===== src/rtl/branch_predict_ctrl.sv =====
// Direct-mapped BTB with 2-bit saturating counters: IF lookup, EX training,
// mispredict flush/redirect, and saturating branch/mispredict statistics.
module branch_predict_ctrl #(
  parameter int IDX_W = 4,
  parameter int TAG_W = 8,
  parameter int CNT_W = 32
) (
  input  logic             CPU_CLK,
  input  logic             CPU_RST_n,
  input  logic [31:0]      PCF,
  output logic             PredTakenF,
  output logic [31:0]      PredTargetF,
  input  logic             StallE,
  input  logic             IsBranchE,
  input  logic             BranchE,
  input  logic [31:0]      PCE,
  input  logic [31:0]      BrTargetE,
  input  logic             PredTakenE,
  output logic             FlushMispredict,
  output logic [31:0]      RedirectPC,
  output logic [CNT_W-1:0] BranchCount,
  output logic [CNT_W-1:0] MispredCount
);

  localparam int ENTRIES = 1 << IDX_W;

  logic [ENTRIES-1:0] valid_q;
  logic [TAG_W-1:0]   tag_q    [ENTRIES];
  logic [31:0]        target_q [ENTRIES];
  logic [1:0]         ctr_q    [ENTRIES];

  logic [IDX_W-1:0] idx_f, idx_e;
  logic [TAG_W-1:0] tag_f, tag_e;
  logic             hit_f, hit_e;
  logic             res_act, mispred;

  assign idx_f = PCF[IDX_W+1:2];
  assign tag_f = PCF[IDX_W+TAG_W+1:IDX_W+2];
  assign idx_e = PCE[IDX_W+1:2];
  assign tag_e = PCE[IDX_W+TAG_W+1:IDX_W+2];

  // No write-to-read bypass: lookup always sees the registered table.
  assign hit_f       = valid_q[idx_f] && (tag_q[idx_f] == tag_f);
  assign PredTakenF  = hit_f && ctr_q[idx_f][1];
  assign PredTargetF = PredTakenF ? target_q[idx_f] : 32'h0;

  assign hit_e   = valid_q[idx_e] && (tag_q[idx_e] == tag_e);
  assign res_act = IsBranchE && !StallE;
  assign mispred = res_act && (BranchE != PredTakenE);

  assign FlushMispredict = mispred;
  assign RedirectPC      = res_act ? (BranchE ? BrTargetE : PCE + 32'd4) : 32'h0;

  always_ff @(posedge CPU_CLK or negedge CPU_RST_n) begin
    if (!CPU_RST_n) begin
      valid_q <= '0;
      for (int i = 0; i < ENTRIES; i++) begin
        tag_q[i]    <= '0;
        target_q[i] <= '0;
        ctr_q[i]    <= 2'b01;
      end
    end else if (res_act) begin
      if (hit_e) begin
        if (BranchE) begin
          target_q[idx_e] <= BrTargetE;
          if (ctr_q[idx_e] != 2'b11) ctr_q[idx_e] <= ctr_q[idx_e] + 2'd1;
        end else if (ctr_q[idx_e] != 2'b00) begin
          ctr_q[idx_e] <= ctr_q[idx_e] - 2'd1;
        end
      end else if (BranchE) begin
        // Only taken branches allocate; the new entry starts weakly taken.
        valid_q[idx_e]  <= 1'b1;
        tag_q[idx_e]    <= tag_e;
        target_q[idx_e] <= BrTargetE;
        ctr_q[idx_e]    <= 2'b10;
      end
    end
  end

  always_ff @(posedge CPU_CLK or negedge CPU_RST_n) begin
    if (!CPU_RST_n) begin
      BranchCount  <= '0;
      MispredCount <= '0;
    end else if (res_act) begin
      if (BranchCount != '1) BranchCount <= BranchCount + CNT_W'(1);
      if (mispred && (MispredCount != '1)) MispredCount <= MispredCount + CNT_W'(1);
    end
  end

endmodule


===== config.mk =====
export PLATFORM = sky130hd
export DESIGN_NAME = branch_predict_ctrl
export DESIGN_NICKNAME = d
export VERILOG_FILES = /design/src/rtl/branch_predict_ctrl.sv
export SDC_FILE = /design/constraint.sdc
export NUM_CORES = 1
export LEC_CHECK = 0
export CORE_UTILIZATION = 58
export CTS_CLUSTER_SIZE = 12
export DETAILED_ROUTE_END_ITERATION = 12
export GPL_TIMING_DRIVEN = 0
export HOLD_SLACK_MARGIN = 0.02
export PLACE_DENSITY = 0.78
export SLEW_MARGIN = 20
export SYNTH_ARGS = -nofsm -noshare
export SYNTH_HDL_FRONTEND = slang
export SYNTH_SLANG_ARGS = --single-unit

===== constraint.sdc =====
create_clock -name CPU_CLK -period 5.7 [get_ports CPU_CLK]
set_clock_uncertainty 0.2 [all_clocks]
set_input_delay 0.855 -clock CPU_CLK [delete_from_list [all_inputs] [get_ports CPU_CLK]]
set_output_delay 0.855 -clock CPU_CLK [all_outputs]
set_load 0.02 [all_outputs]

==> reports/summary.txt, run 1 <==
Grt met2 use: 51.0%
Sequential area share after synthesis: 51.2%
Root Driver: clkbuf_16
Post-synthesis cell area: 36800 µm²
Share of layout cells above drive strength 1: 41.4%
Synth Net Count: 2553
All-layer global routing usage: 31.9%
Top_reg_cell synth: dfrtp_1
Drt first-iter violations: 2039
Yosys reg bits: 752
Pin count of the biggest net entering global routing: 106
FF-to-FF End: ctr_q[23]
Combinational power share: 15.2%
Critical Path End Type: output port
Max VDD drop: 0.187 mV
GPL Wtd Cong: 0.888
GRT busiest layer: met2
Synth unique cells: 50
Hold Crit Class: input port to async pin
Hold Buf Count CTS: 0
Post-layout util: 69.2%
Post-synth top area share: 50.0%
Hold Fails Final Rpt: 0
Power, Total: 13.8 mW
Drt via density: 6.41
P_leak: 19.4 nW
R2R setup slack: 1.68 ns
R2R depth: 10
EDFF count, synth: 0
Int Pwr: 10.4 mW
Crit Path Class: input port to output port
Crit path max fanout: 10
Worst setup SP type: input port
Fin. max-slew vios: 0
Clock power share: 38.2%
DRT Wirelength: 99200 µm
Initial Utilization: 59.2%
M3 GR Usage: 6.02%
Final nets: 2853
# clock sinks: 752
Rel. slew slack: 20.7%
Sw Ratio: 24.7%
Fill cells: 4098
Post-Synthesis Cells: 2443
FFs w/ async S/R, synth: 100%
Switching power: 3.42 mW
Die X: 254 µm
Unrepaired setup endpoints after global routing: false
Final ANT Viol Nets: 0
Die H: 254 µm
Outcome: complete, no violations
WL/cell: 27.3 µm
Worst Path Required: 4.64 ns
Met1 Use GR: 42.4%
Vias in the first global route: 24900
Slew at the pin closest to its max-slew limit: 1.19 ns
# setup viols final: 0
First-pass GRT wire length: 153000 µm
HPWL Detailed: 66200 µm
CTS tree: built
Post-place instance area: 40200 µm²
Top post-synthesis cells by area: dfrtp_1 50%, mux2_2 18%, mux4_2 15%
Syn. warnings: 0
Boundary pin count: 232
Clock Path Buffers: 3
Num CTS Buffers: 80
Full die area: 64500 µm²
Fin crit share: 97.5%
Yosys top cell by area: dfrtp_1
H-tree depth: 3
Site Rows: 91
Overflow after GRT: 0
Clock-pin slew on the worst setup and hold paths: 0.06 ns
Clk_lat worst skew: 0.62 ns
Syn avg cell area: 15.1 µm²
Antenna violations before repair: 2
Max Cap Viol: 0
Core Area: 62200 µm²
Fin Hold WS: 0.0246 ns
Data arrival, critical path: 4.50 ns
DR pass1 iterations: 5
Post-route cell area: 43000 µm²
Total Neg Setup Slack: 0 ns
RR Startpoint: tag_q[37]
Area Growth Syn to Fin: 16.8%
Ant. Diodes: 0
Power per Cell Area: 322 nW/µm²
Sequential Power Share: 46.7%
IO buf count: 209
Via Count: 23300
FMAX: 0.180 GHz
Top-count cell post-synth: dfrtp_1
# DRC: 0
Top cells by count, synth: 736 x dfrtp_1, 593 x mux2_2, 248 x mux4_2
Tmin final: 5.56 ns
[worst max-delay path by stage]
stage / from / to / slack [ns] / cells after the start
2_1_floorplan: PCF[2] / PredTargetF[10] / 0.82 / 9
3_3_place_gp: CPU_RST_n / target_q[474] / -28.07 / 1
3_5_place_dp: PCF[2] / PredTargetF[30] / -1.85 / 11
4_1_cts: PCE[3] / RedirectPC[31] / 0.009 / 12
5_1_grt: PCF[4] / PredTargetF[27] / 0.003 / 11
6_report: PCF[4] / PredTargetF[27] / 0.14 / 12
[what timing repair did]
action                     in CTS  in global routing
setup endpoints to repair      53                 41
cloned                          0                  0
setup buffers                   6                  0
pin swaps                       3                  0
resized for setup              53                 17
[registers in the layout (all words and copies together) (netlist names)]
| signal | cells |
|---|---|
| target_q | 512 |
| tag_q | 128 |
| BranchCount | 32 |
| MispredCount | 32 |
| ctr_q | 32 |
| valid_q | 16 |
[power groups by stage]
stage          sequential [mW]  combinational [mW]  clock, mW
2_1_floorplan             6.42                1.42          0
3_3_place_gp              6.49                1.99          0
3_5_place_dp              6.52                2.09          0
4_1_cts                   6.44                2.10       5.33
5_1_grt                   6.53                2.24       5.54
6_report                  6.46                2.10       5.28
[worst max-delay path: stages]
cell and delay [ns]:
clkdlybuf4s50_1 0.50, clkbuf_4 0.26, buf_4 0.26, clkbuf_4 0.34, mux2i_1 0.26, xnor2_1 0.09, o31ai_1 0.39, nand4_1 0.13
buf_4 0.22, clkbuf_2 0.30, nor2b_1 0.21, clkdlybuf4s50_1 0.67
[layer usage]
metal  vias to the layer above  share of wire (%)
met5                         -              0.030
met4                         4                4.5
met3                       260                7.2
met2                      1021                 49
met1                     12400                 39
li1                       9617                  -
[placed cells by master (no fill, tap or decap), types with 36 or more instances in the layout]
| cell | n |
|---|---|
| dfrtp_1 | 736 |
| mux2_2 | 593 |
| mux4_2 | 248 |
| clkdlybuf4s50_1 | 206 |
| clkbuf_1 | 139 |
| clkbuf_16 | 82 |
| nor2_1 | 80 |
| mux2_4 | 80 |
| nand2_1 | 77 |
| xnor2_1 | 61 |
| xor2_1 | 49 |
| nor2b_1 | 37 |
| nand3_1 | 36 |
[kinds of logic (layout without fill, tap and decap cells)]
group	count (synthesis)	count (layout)	synth area share, %
compound gates	65	65	1.18
xor+xnor	110	110	2.62
fa+ha+maj	8	8	0.272
buf+inv	215	568	2.37
flops	752	752	51.2
mux	945	945	37.2
simple gates	348	348	5.15
[cell type report]
type	instances	area (µm²)	area share [%]
Sequential cell	752	18800	43.8
Tap cell	837	1050	2.44
Clock buffer	122	2440	5.68
Clock inverter	13	211	0.492
Timing Repair Buffer	223	2350	5.47
Buffer	183	876	2.04
Multi-Input combinational cell	1476	17100	39.8
Inverter	27	101	0.236
[metrics by stage]
step | std cells | worst slack (ns)
after detailed placement | 3497 | -1.85
final | 3633 | 0.141
after global routing | 3633 | 0.00326
after global placement | 3489 | -28.07
after CTS | 3634 | 0.00940
after floorplan | 2443 | 0.816
Note: power is estimated with default switching activity, not from simulation.
==> run 2: changes to the inputs <==
--- a/config.mk
+++ b/config.mk
@@ -6,6 +6,7 @@
 export NUM_CORES = 1
 export LEC_CHECK = 0
 export CORE_UTILIZATION = 58
+export CTS_CLUSTER_DIAMETER = 60
 export CTS_CLUSTER_SIZE = 12
 export DETAILED_ROUTE_END_ITERATION = 12
 export GPL_TIMING_DRIVEN = 0
@@ -15,3 +16,4 @@
 export SYNTH_ARGS = -nofsm -noshare
 export SYNTH_HDL_FRONTEND = slang
 export SYNTH_SLANG_ARGS = --single-unit
+export TNS_END_PERCENT = 20
==> run 2 against run 1 <==
Effect of this change:
- worst setup slack got worse by 0.086 ns
- combinational power about the same
- global-route usage down 0.085 points
- sequential cell count did not move
- hold slack better by 0.0043 ns
- critical path depth stayed put
- final cell count decreased by 0.88%
- register-to-register slack worse by 0.04 ns
- critical endpoint is now PredTargetF[24]
==> reports/summary.txt, run 2 (synthesis results as in run 1) <==
Initial Utilization: 59.2% (unchanged)
Fill cells: 4204 (+2.6%)
Site Rows: 91 (unchanged)
# DRC: 0 (unchanged)
Share of layout cells above drive strength 1: 40.7% (-0.72 points)
Post-place instance area: 40200 µm² (unchanged)
Largest register by flop count: target_q
Most frequent cells in the layout: 736 x dfrtp_1, 593 x mux2_2, 248 x mux4_2
Pin count of the biggest net entering global routing: 106 (unchanged)
Post-Place Cells: 3497 (unchanged)
Max Cap Viol: 0 (unchanged)
Antenna violations before repair: 3 (+1)
All-layer global routing usage: 31.8% (-0.085 points)
Largest registers: target_q: 512 flops, tag_q: 128 flops
Worst-path cell chain: clkdlybuf4s50_1, clkbuf_4, buf_4, clkbuf_4, mux2i_1, xnor2_1, o31ai_1, nand4_1, buf_4, clkbuf_2, nor2b_1, clkdlybuf4s50_1
Power per Cell Area: 308 nW/µm² (-4.4%)
Final ANT Viol Nets: 0 (unchanged)
Hold Buf Count CTS: 0 (unchanged)
Pre-CTS setup slack: -1.85 ns (unchanged)
Worst Path Required: 4.64 ns (about the same)
Post-route cell area: 42400 µm² (-1.4%)
Crit Path Class: input port to output port
CP max stage cell: clkdlybuf4s50_1
H-tree depth: 3 (unchanged)
Crit. Startpoint: PCF[4]
Hold Crit Class: input port to async pin
Vias in the first global route: 25100 (+0.80%)
Critical Path Max Stage Delay: 0.68 ns (about the same)
DRT Wirelength: 98900 µm (-0.31%)
Core Area: 62200 µm² (unchanged)
Clock Path Buffers: 3 (unchanged)
Rel. slew slack: 21.1% (+0.46 points)
Boundary pin count: 232 (unchanged)
Clock-pin slew on the worst setup and hold paths: 0.06 ns (about the same)
# clock sinks: 752 (unchanged)
Drt via density: 6.44 (+0.57%)
FMAX: 0.177 GHz (-1.5%)
Crit path max fanout: 10 (unchanged)
Root Driver: clkbuf_16
Drt first-iter violations: 1880 (-7.8%)
Final cell count without fillers: 3601 (-0.88%)
WL/cell: 27.5 µm (+0.57%)
# setup viols final: 0 (unchanged)
IO buf count: 209 (unchanged)
Unrepaired setup endpoints after global routing: true
HPWL Detailed: 66200 µm (unchanged)
GPL Wtd Cong: 0.888 (unchanged)
Fin. max-slew vios: 0 (unchanged)
CP Buf/Inv Count: 7 (unchanged)
CP delay by family, top: buffers and inverters
Fin worst setup slack: 0.0555 ns (-0.0858 ns)
Final nets: 2845 (-0.28%)
Data arrival, critical path: 4.59 ns (+0.09 ns)
Commonest non-fill, non-tap cell in the layout: dfrtp_1
Max VDD drop: 0.213 mV (+14%)
DR pass1 iterations: 6 (+1)
Slew at the pin closest to its max-slew limit: 1.18 ns (-0.00686 ns)
Area Growth Syn to Fin: 15.2%
Tmin final: 5.64 ns (+0.0858 ns)
P_leak: 19.1 nW (-1.6%)
Clk_lat worst skew: 0.63 ns (about the same)
First-pass GRT wire length: 152000 µm (-0.42%)
CTS tree: built
RR Startpoint: tag_q[37]
Hold Fails Final Rpt: 0 (unchanged)
Overflow after GRT: 0 (unchanged)
Outcome: complete, no violations
Largest register FFs: 512 (unchanged)
Num CTS Buffers: 73 (-8.8%)
Die X: 254 µm (unchanged)
Via Count: 23200 (-0.31%)
Fin crit share: 99.0% (+1.5 points)
Critical Path End Type: output port
Worst setup SP type: input port
Die H: 254 µm (unchanged)
Full die area: 64500 µm² (unchanged)
Total Neg Setup Slack: 0 ns (unchanged)
[run 2: cell types whose count changed in the layout (fill, tap and decap cells not counted), moves of 3 or more]
cell / previous run / this run
clkbuf_8: 24 / 2
clkbuf_16: 82 / 75
bufinv_16: 5 / 1
clkbuf_4: 7 / 3
clkinv_8: 1 / 4
[run 2: cell type report]
| class | count | area [µm²] | area share (%) |
|---|---|---|---|
| Inverter | 27 | 101 | 0.239 |
| Multi-Input combinational cell | 1476 | 17100 | 40.4 |
| Clock inverter | 8 | 114 | 0.268 |
| Sequential cell | 752 | 18800 | 44.4 |
| Clock buffer | 94 | 1970 | 4.64 |
| Buffer | 183 | 871 | 2.05 |
| Antenna cell | 2 | 5.00 | 0.0118 |
| Tap cell | 837 | 1050 | 2.47 |
| Timing Repair Buffer | 222 | 2340 | 5.52 |
[run 2: final timing paths]
kind | depth (start not counted) | end | slack, ns
min in group CPU_CLK | 1 | MispredCount[30] | 0.29
min | 1 | target_q[389] | 0.03
max in group asynchronous | 5 | target_q[248] | 2.98
max reg2reg | 10 | ctr_q[19] | 1.64
min reg2reg | 1 | MispredCount[30] | 0.29
max | 12 | PredTargetF[24] | 0.06
[run 2: stage by stage]
step	total power, mW	util [%]	hold slack, ns
floorplan	7.84	-	0.250
global placement	8.48	64.3	0.271
detailed placement	8.61	64.6	0.278
CTS	13.1	68.2	0.0484
global route	13.5	68.2	0.0748
finish	13.0	68.2	0.0289
[run 2: power by group]
group          leakage [nW]  internal [mW]  total (mW)  switching, mW
Combinational          8.13           1.23        2.10          0.871
Clock                  1.01           2.46        4.48           2.03
Sequential             9.95           6.02        6.46          0.435
[run 2: timing repair]
action                                  in CTS  in global routing
endpoints found under the setup margin      53                 37
pin swaps                                    3                  1
buffers inserted                             4                  1
gates resized for setup                     56                 15
[run 2: per-layer routing]
| layer | global-route usage (%) | part of all wire (%) |
|---|---|---|
| met1 | 41.2 | 39 |
| met2 | 51.6 | 49 |
| met3 | 7.70 | 7.7 |
| met4 | 13.0 | 4.2 |
| met5 | 0 | 0.025 |
[run 2: worst register-to-register path: stages (launching register included)]
cell and delay (ns):
dfrtp_1 0.40, mux4_2 0.49, mux4_2 0.50, xnor2_1 0.46
nand2_1 0.18, nor4b_4 0.47, and2_1 0.22, buf_6 0.15
nand2_1 0.19, clkbuf_1 0.32, mux2_2 0.35
